<file path="src/rtl/int_sequencer.sv">
// Interrupt entry/return sequencer: saves the return PC, masks interrupts and
// vectors fetch on entry, then restores in-service/enable state and EPC on eret.
module int_sequencer #(
    parameter logic [31:0] VEC_BASE   = 32'h0000_0100,
    parameter logic [31:0] VEC_STRIDE = 32'h0000_0010
) (
    input  logic        clk,
    input  logic        rst_n,
    input  logic        en,
    input  logic        int_req,
    input  logic [2:0]  ints,
    input  logic [2:0]  irs,
    input  logic [31:0] epc,
    input  logic        safe,
    input  logic        eret,
    input  logic [31:0] pc_ret,
    output logic [2:0]  irs_w_mask,
    output logic        irs_set_en,
    output logic        irs_clr_en,
    output logic        ie_w_en,
    output logic        ie_w_data,
    output logic        epc_w_en,
    output logic [31:0] epc_w_data,
    output logic        pc_redirect,
    output logic [31:0] pc_target,
    output logic        stall
);

    // state  | meaning
    // IDLE   | normal execution, watching for eret / taken interrupt
    // SAVE   | write EPC, clear IE, set in-service bit for the level
    // VECTOR | redirect fetch to the level's handler
    // RET    | clear highest in-service bit, set IE, redirect to EPC
    typedef enum logic [1:0] {
        IDLE   = 2'd0,
        SAVE   = 2'd1,
        VECTOR = 2'd2,
        RET    = 2'd3
    } state_t;

    state_t      state_q, state_d;
    logic [2:0]  lvl_q, lvl_d;
    logic [31:0] ret_pc_q, ret_pc_d;

    logic [2:0]  set_mask;
    logic [2:0]  clr_mask;
    logic [31:0] vec_addr;

    always_comb begin
        state_d  = state_q;
        lvl_d    = lvl_q;
        ret_pc_d = ret_pc_q;
        if (en) begin
            case (state_q)
                IDLE: begin
                    // eret wins over a simultaneous interrupt request
                    if (eret) begin
                        state_d = RET;
                    end else if (int_req && safe && (ints != 3'd0)) begin
                        state_d  = SAVE;
                        lvl_d    = ints;
                        ret_pc_d = pc_ret;
                    end
                end
                SAVE:    state_d = VECTOR;
                VECTOR:  state_d = IDLE;
                RET:     state_d = IDLE;
                default: state_d = IDLE;
            endcase
        end
    end

    always_ff @(posedge clk or negedge rst_n) begin
        if (!rst_n) begin
            state_q  <= IDLE;
            lvl_q    <= 3'd0;
            ret_pc_q <= 32'd0;
        end else begin
            state_q  <= state_d;
            lvl_q    <= lvl_d;
            ret_pc_q <= ret_pc_d;
        end
    end

    always_comb begin
        set_mask = 3'b001 << (lvl_q - 3'd1);
        vec_addr = VEC_BASE + ({29'd0, lvl_q} * VEC_STRIDE);
        if (irs[2])      clr_mask = 3'b011;
        else if (irs[1]) clr_mask = 3'b101;
        else if (irs[0]) clr_mask = 3'b110;
        else             clr_mask = 3'b111;
    end

    // Outputs decode from state and latched registers; en low suppresses everything but stall.
    always_comb begin
        irs_w_mask  = 3'b000;
        irs_set_en  = 1'b0;
        irs_clr_en  = 1'b0;
        ie_w_en     = 1'b0;
        ie_w_data   = 1'b0;
        epc_w_en    = 1'b0;
        epc_w_data  = 32'd0;
        pc_redirect = 1'b0;
        pc_target   = 32'd0;
        stall       = (state_q != IDLE);
        if (en) begin
            case (state_q)
                SAVE: begin
                    epc_w_en   = 1'b1;
                    epc_w_data = ret_pc_q;
                    ie_w_en    = 1'b1;
                    ie_w_data  = 1'b0;
                    irs_set_en = 1'b1;
                    irs_w_mask = set_mask;
                end
                VECTOR: begin
                    pc_redirect = 1'b1;
                    pc_target   = vec_addr;
                end
                RET: begin
                    irs_clr_en  = 1'b1;
                    irs_w_mask  = clr_mask;
                    ie_w_en     = 1'b1;
                    ie_w_data   = 1'b1;
                    pc_redirect = 1'b1;
                    pc_target   = epc;
                end
                default: ;
            endcase
        end
    end

endmodule

</file>
<file path="config.mk">
export PLATFORM = sky130hd
export DESIGN_NAME = int_sequencer
export DESIGN_NICKNAME = d
export VERILOG_FILES = /design/src/rtl/int_sequencer.sv
export SDC_FILE = /design/constraint.sdc
export NUM_CORES = 1
export LEC_CHECK = 0
export BUFFER_PORTS_ARGS = -buffer_cell sky130_fd_sc_hd__buf_2
export CAP_MARGIN = 0
export CORE_MARGIN = 2
export CORE_UTILIZATION = 45
export DETAILED_ROUTE_END_ITERATION = 10
export PLACE_DENSITY = 0.93
export SLEW_MARGIN = 30
export SYNTH_ARGS = -nofsm -noshare
export SYNTH_HDL_FRONTEND = slang
export SYNTH_SLANG_ARGS = --single-unit
</file>
<file path="constraint.sdc">
create_clock -name clk -period 4.1 [get_ports clk]
set_input_delay 0.615 -clock clk [delete_from_list [all_inputs] [get_ports clk]]
set_output_delay 0.615 -clock clk [all_outputs]
set_load 0.005 [all_outputs]
</file>
# Yosys cells after proc, flatten, opt, wreduce, memory -nomap -nowiden
# Cells that the tools add are included.
totals:
  reg_bits: 37
  in_bits: 76
  output_inout_bits: 74
  word_cells: 40
op_classes:
  add_sub_neg: 2
  eq_ne: 4
  shift: 1
  muxes: 20
  bitwise: 1
  n_reduce_logical: 9
ops:
  columns: ["operator", "count"]
  rows:
  - ["2-to-1 mux 32 bit", 3]
  - ["case mux 32 bit (2 select lines)", 1]
  - ["adder 9 x 7 -> 10 bit, first input constant", 1]
  - ["2-to-1 mux 1 bit", 9]
  - ["2-to-1 mux 2 bit", 3]
  - ["2-to-1 mux 3 bit", 2]
  - ["case mux 2 bit (3 select lines)", 1]
  - ["case mux 3 bit (2 select lines)", 1]
  - ["equality test 2 bit, second input constant", 2]
  - ["AND reduction 4 bit", 1]
  - ["OR reduction 2 bit", 2]
  - ["inequality test 3 bit, second input constant", 1]
  - ["nonzero test 3 bit", 1]
  - ["<< shifter 1 x 3 -> 3 bit, first input constant", 1]
  - ["subtractor 3 x 1 -> 3 bit, second input constant", 1]
  - ["equality test 2 x 1 -> 1 bit, second input constant", 1]
  - ["logical AND 1 bit", 2]
  - ["logical NOT 2 bit", 1]
  - ["AND reduction 2 bit", 1]
  - ["nonzero test 2 bit", 1]
  - ["NOT 1 bit", 1]

# Depth between registers and ports, before layout
logic_depth:
  ltp_word: 5
  depth_mapped: 6

# Least setup slack after synthesis
# OpenSTA, ideal clock, no wires.
synth_path:
  kind: "input-to-output"
  from: "input en"
  to: "output epc_w_data[10]"
  arrival_time_ps: 1515
  slack_ps: 1970
  cell_stages: 4
  path_cell_list: "buf_2 nor3b_1 clkbuf_1 and2_1"
synth_via:
  elab_chain_cells: 1
synth_lines:
  columns: ["element", "line", "source"]
  rows:
  - ["from (decl)", "9", "input logic en,"]
  - ["2-to-1 mux 32 bit", "106", "if (en) begin"]
  - ["to (decl)", "23", "output logic [31:0] epc_w_data,"]
# No other way between the ends.

# Worst setup path after layout
layout_path:
  from: "register state_q[0]"
  to: "output epc_w_data[28]"
layout_via:
  elab_chain_cells: 3
layout_lines:
  columns: ["element", "line", "source"]
  rows:
  - ["from (decl)", "41", "state_t state_q, state_d;"]
  - ["from (signal assigned)", "79", "state_q <= state_d;"]
  - ["equality test 2 x 1 -> 1 bit", "107", "case (state_q)"]
  - ["2-to-1 mux 32 bit", "107", null]
  - ["2-to-1 mux 32 bit", "106", null]
# No other way between the ends.

==> key figures <==
STA
  – Setup TNS: 0 ns
  – Hold Slack: 0.4282 ns
  – Pins Over Slew Limit: 0
  – Highest Clock Rate: 351.0 MHz
  – Clock Skews: 0.001120 ns
  – Worst slew margin: 45.46%
  – RSZ-0062 raised after global routing: false
  – Fin. Hold Viols: 0
  – Final min period: 2.849 ns
  – # setup viols final: 0
  – Final period util: 69.49%
  – Worst Tran Pin Value: 0.8182 ns

Clocking
  – Clock tree buffer depth: 2
  – Cts hold-fix bufs: 0
  – Clock slew at reported path FFs: 0.07 ns
  – Total CTS buffers: 5
  – Setup repair bufs after CTS: 0
  – Resize count post-CTS: 0
  – Later-pin clock latency in the skew report: 0.27 ns
  – CTS H-tree lvls: 2
  – CTS tree: done
  – # clock sinks: 37
  – CTS root buf: clkbuf_8

Pwr
  – Final total power: 1.137 mW
  – VDD IR max: 0.2370 mV
  – P_leak: 1.713 nW
  – Pwr/cell area: 385.3 nW/um^2

Critical path
  – Critical path type: reg -> out
  – Max stage delay on crit path: 0.66 ns
  – Nature of the critical path startpoint: flip-flop
  – Worst Path Max Fanout: 18
  – CP max stage cell: nor3b_2
  – Arr. time, crit path: 2.23 ns
  – CP Data Required Time: 3.48 ns
  – WP buf/inv: 3
  – Crit path capture type: output port
  – CP top delay family: simple AND/OR/NAND/NOR gates
  – CP cell instances: inv_1 -> nor3b_2 -> buf_4 -> and2_1 -> buf_2

Die
  – Initial core utilization: 46.36%
  – Die Span X: 73.30 um
  – Core Region: 4661 sq um
  – Die area: 5372 sq um
  – Die H: 73.30 um
  – Rows: 25
  – IO Pins: 150

Global routing
  – Grt met2 use: 34.73%
  – Met1 Use GR: 20.71%
  – Number of global-route vias before repair: 1705
  – Largest net degree at the start of global routing: 38
  – First-pass GRT wire length: 7714 um
  – GRT Max-Usage Layer: met2
  – Routing usage on met3: 4.938%
  – GRT Overall Usage: 18.80%
  – Initial antenna violation count: 0
  – Global route total overflow: 0

Synthesis
  – Synth Flop Type: dfrtp_1
  – Post-Syn Area per Cell: 11.62 sq um
  – Post-synthesis cell area: 2161 sq um
  – Register area share after synthesis: 42.85%
  – Yosys top cell area share: 42.85%
  – Yosys reg bits: 37
  – Library cells used by synthesis: 28
  – Post-synth ARST share: 100.0%
  – Cell taking the most area after synthesis: dfrtp_1
  – EDFF count, synth: 0
  – Synth warnings: 0
  – Post-Syn Instances: 186
  – Area contributors post-synth: dfrtp_1 (43%), mux2_4 (21%), and2_1 (18%), buf_12 (2.8%), mux2i_1 (1.9%)
  – Syn nets: 262

Placed design
  – Placer Congestion: 0.7499
  – Number of placed instances with taps included: 375
  – Dpl hpwl: 4142 um
  – Port Buffer Count: 149

Drt
  – Vias: 1837
  – Post-Route WL: 5307 um
  – Initial DRT Pass Iterations: 3
  – Routed wire per std cell: 13.86 um
  – Vias per cell: 4.796
  – Antenna viol nets, final: 0
  – Iteration-0 DRC Markers: 74
  – DRC Markers: 0

Cells and area
  – Area taken by multi-input logic gates: 1099 sq um
  – Diodes inserted: 0
  – Layout Cells excl Fill: 383
  – Area grow syn2layout: 36.54%
  – Fill count: 394
  – Nets: 404
  – Reg area: 925.9 sq um
  – Layout cells sized above 1: 58.36%

Run
  – Max-Cap Viols: 0

Worst hold path
  – Worst hold path type: in -> async

Status
  – Status: completed
-- layer usage --
layer,vias to the layer above,part of all wire (%)
li1,897,-
met1,850,38
met2,86,52
met3,4,8.7
met4,0,0.60
met5,-,0
-- sequential cells by signal, indices dropped and copies added (netlist names) --
register  count
state_q       2
lvl_q         3
ret_pc_q     32
-- Yosys cell counts, types with 3 or more instances --
master	count
inv_1	6
clkbuf_1	6
o211ai_1	3
mux2i_1	4
mux2_4	30
buf_12	3
dfrtp_1	37
and2_1	61
nor2_1	4
nand2_1	5
buf_2	3
-- final timing paths --
kind	start	endpoint	slack, ns	cells past startpoint
setup / recovery	state_q[0]	epc_w_data[28]	1.25	5
hold / removal	rst_n	ret_pc_q[13]	0.43	1
setup reg to reg	state_q[0]	ret_pc_q[0]	2.06	3
hold reg to reg	ret_pc_q[1]	ret_pc_q[1]	0.50	1
max in group asynchronous	rst_n	state_q[0]	3.16	1
min in group clk	ret_pc_q[1]	ret_pc_q[1]	0.50	1
-- final cells by class --
class | instances | share of cell area, %
multi-input cells | 128 | 37.23
flip-flops and latches | 37 | 31.38
repair buffers | 150 | 25.53
clock buffers | 6 | 2.460
well taps | 54 | 2.290
inverters | 6 | 0.7634
clock inverters | 2 | 0.3393
-- metrics by stage --
stage               util, %  setup slack [ns]  cell area, sq um
global placement      61.45             1.520              2864
detailed placement    61.45             1.442              2864
finish                63.30             1.251              2950
floorplan                 -             1.970              2161
CTS                   63.22             1.251              2947
global route          63.30             1.066              2950
-- layout by cell type (no fill, tap or decap), types with 2 or more instances in the layout --
cell and instances:
a22o_1 2, dfrtp_1 37, o211ai_1 3, mux2_4 30, and2_1 61, clkinv_2 2
mux2i_1 4, buf_2 149, nand2_1 5, nor2_1 4, o31ai_1 2, clkbuf_8 5
o21ai_0 2, inv_1 6, mux2_2 2
-- report_power, final --
| part | total (mW) | leakage [nW] | switching (mW) | internal (mW) |
|---|---|---|---|---|
| Sequential | 0.570 | 0.459 | 0.0798 | 0.490 |
| Clock | 0.238 | 0.0450 | 0.121 | 0.118 |
| Combinational | 0.329 | 1.21 | 0.103 | 0.225 |
-- kinds of logic after synthesis --
group                  after synthesis  share of synthesized area (%)
AO/OA/AOI/OAI                       15                          5.038
multiplexers                        36                          23.74
AND/OR/NAND/NOR                     77                          21.60
buffers and inverters               21                          6.774
flip-flops                          37                          42.85
No activity file was read; power rests on OpenSTA's default activity.
